--- src/rtl/fft_pkg.sv ---
// Shared constants and FSM encoding for the FFT peak picker.
package fft_pkg;
   localparam int FFT_PTS = 1024;
   localparam int DATA_W  = 16;
   localparam int BIN_W   = $clog2(FFT_PTS);
   localparam int MIN_BIN = 2;
   localparam int MAX_BIN = FFT_PTS / 2 - 1;
   localparam int POWER_W = 32;

   typedef enum logic [1:0] {
      ST_IDLE    = 2'd0,
      ST_COLLECT = 2'd1,
      ST_DRAIN   = 2'd2
   } state_t;
endpackage

--- src/rtl/fft_power_calc.sv ---
// Two-stage re^2+im^2 pipeline; frame sideband (valid/sop/last/bin) travels alongside the data.
module fft_power_calc #(
   parameter int DATA_W = fft_pkg::DATA_W,
   parameter int BIN_W  = fft_pkg::BIN_W
) (
   input  logic                     clk,
   input  logic                     reset,
   input  logic                     in_valid,
   input  logic                     in_sop,
   input  logic                     in_last,
   input  logic [BIN_W-1:0]         in_bin,
   input  logic signed [DATA_W-1:0] in_real,
   input  logic signed [DATA_W-1:0] in_imag,
   output logic                     out_valid,
   output logic                     out_sop,
   output logic                     out_last,
   output logic [BIN_W-1:0]         out_bin,
   output logic [31:0]              out_power
);
   logic signed [31:0] re_ext;
   logic signed [31:0] im_ext;
   logic               s1_valid;
   logic               s1_sop;
   logic               s1_last;
   logic [BIN_W-1:0]   s1_bin;
   logic [31:0]        s1_re_sq;
   logic [31:0]        s1_im_sq;

   assign re_ext = 32'(in_real);
   assign im_ext = 32'(in_imag);

   always_ff @(posedge clk) begin
      if (reset) begin
         s1_valid  <= 1'b0;
         out_valid <= 1'b0;
      end else begin
         s1_valid  <= in_valid;
         out_valid <= s1_valid;
      end
   end

   // Each square is at most 2^30 and the sum at most 2^31, so 32 unsigned bits never wrap.
   always_ff @(posedge clk) begin
      s1_sop    <= in_sop;
      s1_last   <= in_last;
      s1_bin    <= in_bin;
      s1_re_sq  <= re_ext * re_ext;
      s1_im_sq  <= im_ext * im_ext;
      out_sop   <= s1_sop;
      out_last  <= s1_last;
      out_bin   <= s1_bin;
      out_power <= s1_re_sq + s1_im_sq;
   end
endmodule

--- src/rtl/fft_peak_picker.sv ---
// Frames FFT output beats, tracks the strongest in-band bin and reports it three cycles after eop.
module fft_peak_picker #(
   parameter int FFT_PTS = fft_pkg::FFT_PTS,
   parameter int DATA_W  = fft_pkg::DATA_W,
   parameter int MIN_BIN = fft_pkg::MIN_BIN,
   parameter int MAX_BIN = fft_pkg::MAX_BIN,
   parameter int BIN_W   = fft_pkg::BIN_W
) (
   input  logic                     clk,
   input  logic                     reset,
   input  logic                     source_valid,
   input  logic                     source_sop,
   input  logic                     source_eop,
   input  logic [1:0]               source_error,
   input  logic signed [DATA_W-1:0] source_real,
   input  logic signed [DATA_W-1:0] source_imag,
   output logic                     source_ready,
   output logic                     peak_valid,
   output logic [BIN_W-1:0]         peak_bin,
   output logic [31:0]              peak_power,
   output logic                     frame_error
);
   import fft_pkg::*;

   localparam logic [BIN_W-1:0] LAST_BIN = BIN_W'(FFT_PTS - 1);
   localparam logic [BIN_W-1:0] LO_BIN   = BIN_W'(MIN_BIN);
   localparam logic [BIN_W-1:0] HI_BIN   = BIN_W'(MAX_BIN);

   state_t           state;
   logic [BIN_W-1:0] bin_cnt;
   logic             drain_cnt;
   logic             accept;
   logic [BIN_W-1:0] beat_bin;
   logic             frame_beat;
   logic             beat_bad;
   logic             abort_old;
   logic             p_valid;
   logic             p_sop;
   logic             p_last;
   logic [BIN_W-1:0] p_bin;
   logic [31:0]      p_power;
   logic [BIN_W-1:0] max_bin;
   logic [31:0]      max_power;
   logic             report_d;

   // Handshake: a beat transfers on any cycle with source_valid & source_ready; ready is
   // low only in reset, so the FFT is never stalled and gaps in valid simply skip cycles.
   assign source_ready = ~reset;
   assign accept       = source_valid & source_ready;
   assign beat_bin     = source_sop ? '0 : bin_cnt;
   assign frame_beat   = accept & (source_sop | (state == ST_COLLECT));
   assign beat_bad     = (source_error != 2'b00) | (source_eop != (beat_bin == LAST_BIN));
   assign abort_old    = accept & source_sop & (state == ST_COLLECT);

   always_ff @(posedge clk) begin
      if (reset) begin
         state       <= ST_IDLE;
         bin_cnt     <= '0;
         drain_cnt   <= 1'b0;
         frame_error <= 1'b0;
      end else begin
         frame_error <= abort_old | (frame_beat & beat_bad);
         if (frame_beat) begin
            if (beat_bad) begin
               state   <= ST_IDLE;
               bin_cnt <= '0;
            end else if (source_eop) begin
               state     <= ST_DRAIN;
               drain_cnt <= 1'b0;
               bin_cnt   <= '0;
            end else begin
               state   <= ST_COLLECT;
               bin_cnt <= beat_bin + 1'b1;
            end
         end else if (state == ST_DRAIN) begin
            drain_cnt <= 1'b1;
            if (drain_cnt) state <= ST_IDLE;
         end
      end
   end

   fft_power_calc #(.DATA_W(DATA_W), .BIN_W(BIN_W)) u_power (
      .clk       (clk),
      .reset     (reset),
      .in_valid  (frame_beat & ~beat_bad),
      .in_sop    (source_sop),
      .in_last   (source_eop),
      .in_bin    (beat_bin),
      .in_real   (source_real),
      .in_imag   (source_imag),
      .out_valid (p_valid),
      .out_sop   (p_sop),
      .out_last  (p_last),
      .out_bin   (p_bin),
      .out_power (p_power)
   );

   // The first in-band bin is always taken, so an all-zero band reports MIN_BIN with power 0
   // and later equal powers never displace the lower bin.
   always_ff @(posedge clk) begin
      if (reset) begin
         max_bin    <= '0;
         max_power  <= '0;
         report_d   <= 1'b0;
         peak_valid <= 1'b0;
         peak_bin   <= '0;
         peak_power <= '0;
      end else begin
         report_d   <= p_valid & p_last;
         peak_valid <= report_d;
         if (report_d) begin
            peak_bin   <= max_bin;
            peak_power <= max_power;
         end
         if (p_valid) begin
            if (p_sop) begin
               max_bin   <= '0;
               max_power <= '0;
            end else if (p_bin >= LO_BIN && p_bin <= HI_BIN &&
                         (p_power > max_power || p_bin == LO_BIN)) begin
               max_bin   <= p_bin;
               max_power <= p_power;
            end
         end
      end
   end
endmodule

--- config.mk ---
export PLATFORM = sky130hd
export DESIGN_NAME = fft_peak_picker
export DESIGN_NICKNAME = d
export VERILOG_FILES = /design/src/rtl/fft_pkg.sv /design/src/rtl/fft_power_calc.sv /design/src/rtl/fft_peak_picker.sv
export SDC_FILE = /design/constraint.sdc
export NUM_CORES = 2
export LEC_CHECK = 0
export BUFFER_PORTS_ARGS = -buffer_cell sky130_fd_sc_hd__buf_2
export CELL_PAD_IN_SITES_DETAIL_PLACEMENT = 1
export CELL_PAD_IN_SITES_GLOBAL_PLACEMENT = 2
export CORE_UTILIZATION = 43
export CTS_BUF_LIST = sky130_fd_sc_hd__clkbuf_8
export CTS_CLUSTER_DIAMETER = 50
export DETAILED_ROUTE_END_ITERATION = 10
export PLACE_DENSITY = 0.95
export SLEW_MARGIN = 20
export SYNTH_ARGS = -nofsm -noshare
export SYNTH_HDL_FRONTEND = slang
export SYNTH_SLANG_ARGS = --single-unit
export TNS_END_PERCENT = 50
--- constraint.sdc ---
create_clock -name clk -period 9.62 [get_ports clk]
set_input_delay 1.924 -clock clk [delete_from_list [all_inputs] [get_ports clk]]
set_output_delay 1.924 -clock clk [all_outputs]
set_load 0.05 [all_outputs]
=== Word level (Yosys, flattened, before mapping) ===
Index checks and enable logic that the tools add are counted.
W data, S select, Z words.

* Bits in latches: 0
* Memories: 0
* Register bits after elaboration: 222
* ROM bits: 0
* Output and inout port bits: 45
* Word-level logic and storage cells: 73
* Memory bits (writable): 0

* Muxes and demuxes: 16
* Bitwise gates (word level): 12
* $lt $le $gt $ge: 3
* $mul: 2
* Equal/unequal tests: 7
* Add/sub/neg operators: 2
* Shift operators: 0
* Div/mod/pow operators: 0
* Reduce and logical (&&, ||, !) cells: 10

{| class="wikitable"
|+ Operators by type and width
! cell !! count
|-
| $mul A16 B16 Y32 || 2
|-
| $mux W32 || 2
|-
| $mux W10 || 5
|-
| $add A32 B32 Y32 || 1
|-
| $gt A32 B32 Y1 || 1
|-
| $add A10 B1 Y10 const B || 1
|-
| $eq A10 B10 Y1 const B || 1
|-
| $eq A10 B2 Y1 const B || 1
|-
| $ge A10 B2 Y1 const B || 1
|-
| $le A10 B9 Y1 const B || 1
|-
| $mux W2 || 5
|-
| $reduce_bool A2 Y1 || 4
|-
| $and A1 B1 Y1 || 7
|-
| $mux W1 || 4
|-
| $ne A2 B2 Y1 const B || 2
|-
| $reduce_and A2 Y1 || 2
|-
| $or A1 B1 Y1 || 3
|-
| $reduce_and A3 Y1 || 1
|-
| $eq A2 B1 Y1 const B || 1
|-
| $eq A2 B2 Y1 const B || 1
|-
| $logic_and A1 B1 Y1 || 2
|-
| $not A1 Y1 || 2
|-
| $logic_or A1 B1 Y1 || 1
|-
| $ne A1 B1 Y1 || 1
|}

=== Logic depth before layout (Yosys ltp) ===
* Depth after elaboration: 6
* Gate-level depth with buffers: 25
* Depth with buffers taken out: 24

=== Cells and area by module ===
Synthesis repeated with hierarchy kept, for this count alone.

* Cells, all modules: 2796
* Area total of the unflattened synthesis: 26344.0 um^2

{| class="wikitable"
|+ Modules (own cells, without submodules)
! module !! times used !! area each (um^2) !! cells an instance !! sequential area each (um^2)
|-
| fft_power_calc || 1 || 21476.8 || 2252 || 2402.3
|-
| fft_peak_picker || 1 || 4867.2 || 544 || 2001.9
|}

=== Worst setup path before layout ===
No wires, ideal clock.

* Kind: input-to-reg
* Start: input source_imag[15]
* End: register u_power.s1_im_sq[30]
* Arrival: 7865 ps
* Required time: 9548 ps
* Stages: 22
* Slack: 1683 ps
* Cell sequence: clkbuf_1 > inv_1 > buf_1 > nor2_1 > fa_1 > fa_1 > fa_1 > fa_1 > fa_1 > inv_1 > fa_1 > inv_1 > ha_1 > and3_1 > and3_1 > and3_1 > a22oi_1 > o221ai_1 > o41ai_2 > o2111ai_1 > a21oi_1 > xnor2_1

* Word-level cells in the longest chain between the ends: 1

{| class="wikitable"
|+ RTL lines
! item !! line !! source
|-
| start: declaration || fft_peak_picker.sv:16 || <nowiki>input logic signed [DATA_W-1:0] source_imag,</nowiki>
|-
| $mul A16 B16 Y32 || fft_power_calc.sv:48 || <nowiki>s1_im_sq <= im_ext * im_ext;</nowiki>
|-
| end signal: assignment || fft_power_calc.sv:48 ||
|-
| end: declaration || fft_power_calc.sv:27 || <nowiki>logic [31:0] s1_im_sq;</nowiki>
|}

Every way passes these cells.
A chain may end at the register's enable or synchronous reset.

=== Final worst setup path ===
Same ends and word-level chain as after synthesis.

==> flow_summary.json <==
{
  "status": "finished, violations left",
  "cts_tree": "built",
  "grt_use_total_pct": 21.7,
  "grt_max_degree": 61,
  "netlist_area_mm2": 0.0260,
  "period_share_pct": 85.3,
  "insertion_delay_ns": 0.55,
  "synth_edf_count": 0,
  "yosysWarnings": 0,
  "setup_ws_ns": 1.42,
  "netlist_top_cells_count": "inv_1, fa_1, nand2_1",
  "htreeDepth": 2,
  "hpwl_mm": 52.9,
  "synth.top_cell.area_share_pct": 36.0,
  "synthFlopType": "dfxtp_1",
  "hold_violations": 0,
  "rows": 89,
  "fp.dieH_um": 248,
  "globalRoute.totalOverflow": 0,
  "postSynthAreaPerCell_um2": 9.42,
  "worst-path-max-fanout": 19,
  "cap_violations": 0,
  "grt_pass1_wl_mm": 106,
  "synthTopCellsByArea": "fa_1, dfxtp_1, ha_1",
  "first_pass_iters": 7,
  "postLayoutCoreUtil_pct": 47.2,
  "hp-class": "reg2reg",
  "dieArea_mm2": 0.0614,
  "cts_made_buffers": 39,
  "slew_violations": 0,
  "syn-num-nets": 3504,
  "yosysMostFrequentCell": "inv_1",
  "fin_skew_ns": 0.0269,
  "clk_pin_slew_ns": 0.06,
  "post-cts-setup-buffer-count": 0,
  "critical_path_class": "in2reg",
  "setup_tns_ns": 0,
  "synth_seq_cells": 220,
  "synth_top_area_cell": "fa_1",
  "area_growth_pct": 7.83,
  "root_buffer": "clkbuf_8",
  "clkSinkCount": 220,
  "antenna_left": 0,
  "initial_core_util_pct": 43.8,
  "drive_gt1_share_pct": 6.43,
  "fmaxAchievable_ghz": 0.122,
  "setup_violations": 0,
  "io_buffers": 83,
  "critPathArrivalTime_ns": 8.66,
  "cts.repair.resized": 0,
  "dp_slack_ns": 0.901,
  "place_congestion": 0.865,
  "rsz0062_at_grt": "false",
  "final_nets": 3561,
  "tightest_slew_ns": 0.836,
  "routedWlPerCell_um": 17.5,
  "ys_types": 69,
  "postCtsHoldBufs": 0,
  "cts_buffer_depth": 3,
  "grt_antenna_before_repair": 0,
  "grt_pass1_vias": 21466,
  "synthArstFlopShare_pct": 0,
  "routed_wl_mm": 63.2,
  "violations": "design-rule violations",
  "cp_data_required_time_ns": 10.08,
  "core-area_mm2": 0.0594,
  "relSlewSlack_pct": 44.2,
  "pin_count": 84,
  "startpoint_type": "input port",
  "end_kind": "register",
  "period_needed_ns": 8.20,
  "synthCells": 2757,
  "seq_area_frac_synth_pct": 17.0,
  "reg2reg_depth": 11,
  "diodes": 0,
  "die_x_um": 248,
  "drc": 13,
  "drt-vias-per-instance": 5.07,
  "drt_iter0_markers": 625,
  "num_vias": 18336,
  "min_path_cells": 0
}
[stage by stage]
stage	cell area, µm²	hold WS [ns]	std cells
5_1_grt	28000	0.336	3617
6_report	28000	0.326	3617
2_1_floorplan	26000	0.310	2757
3_3_place_gp	27100	0.311	3546
4_1_cts	28000	0.328	3617
3_5_place_dp	27100	0.313	3546
[worst paths after layout]
path / slack (ns) / to / start
worst max-delay path: 1.42 / u_power.s1_im_sq[30] / source_imag[15]
worst min-delay path: 0.33 / u_power.out_bin[5] / u_power.s1_bin[5]
worst max register to register: 6.22 / bin_cnt[4] / bin_cnt[0]
worst min register to register: 0.33 / u_power.out_bin[5] / u_power.s1_bin[5]
[layout make-up]
| class | instances | area, µm² |
|---|---|---|
| Clock inverter | 20 | 165 |
| Multi-Input combinational cell | 1767 | 18700 |
| Inverter | 698 | 2620 |
| Sequential cell | 220 | 4410 |
| Clock buffer | 51 | 702 |
| Fill cell | 6820 | 31300 |
| Tap cell | 773 | 967 |
| Timing Repair Buffer | 88 | 453 |
[routing by layer]
layer,GRT usage (%),up-vias,routed length [µm]
met4,6.04,0,1470
met2,41.1,264,34300
met1,25.9,9525,25900
li1,-,8451,-
met3,1.86,96,1490
met5,0,-,0
[cells by family (layout without fill, tap and decap cells)]
group                      count (synthesis)  count (layout)  share of synthesized area [%]
muxes                                     85              85                           3.28
AOI/OAI and AO/OA                        233             233                           6.09
xor gates and xnor gates                 116             116                           3.91
buffers and inverters                    770             857                           11.1
and+or+nand+nor                          624             624                           11.0
DFF                                      220             220                           17.0
adders and majority gates                709             709                           47.6
[critical path, cell delays in order]
cell,delay (ns)
buf_2,0.23
inv_1,0.52
nor2_1,0.18
fa_1,0.75
fa_1,0.50
fa_1,0.50
fa_1,0.50
fa_1,0.50
inv_1,0.05
fa_1,0.49
inv_1,0.05
ha_1,0.33
and3_1,0.22
and3_1,0.24
and3_1,0.20
a22oi_1,0.27
o221ai_1,0.23
o41ai_2,0.43
o2111ai_1,0.19
a21oi_1,0.20
xnor2_1,0.13
[state kept, by name (all words and copies together), names as in the netlist, 2 cells and up]
register           count
max_bin               10
u_power.out_power     32
u_power.s1_re_sq      31
u_power.s1_bin        10
max_power             32
u_power.out_bin       10
bin_cnt               10
peak_power            32
state                  2
peak_bin              10
u_power.s1_im_sq      31
[placed cells by master, fill, tap and decap left out, types with 72 or more instances in the layout]
cell type    n
inv_1      705
a21oi_1     72
nor2_1     159
dfxtp_1    219
xnor2_1     86
mux2i_1     85
ha_1       241
buf_2       83
nand2_1    254
fa_1       467
Power is not shown: default switching activity piles up to over one toggle a cycle in this logic, so the estimate is an artifact.
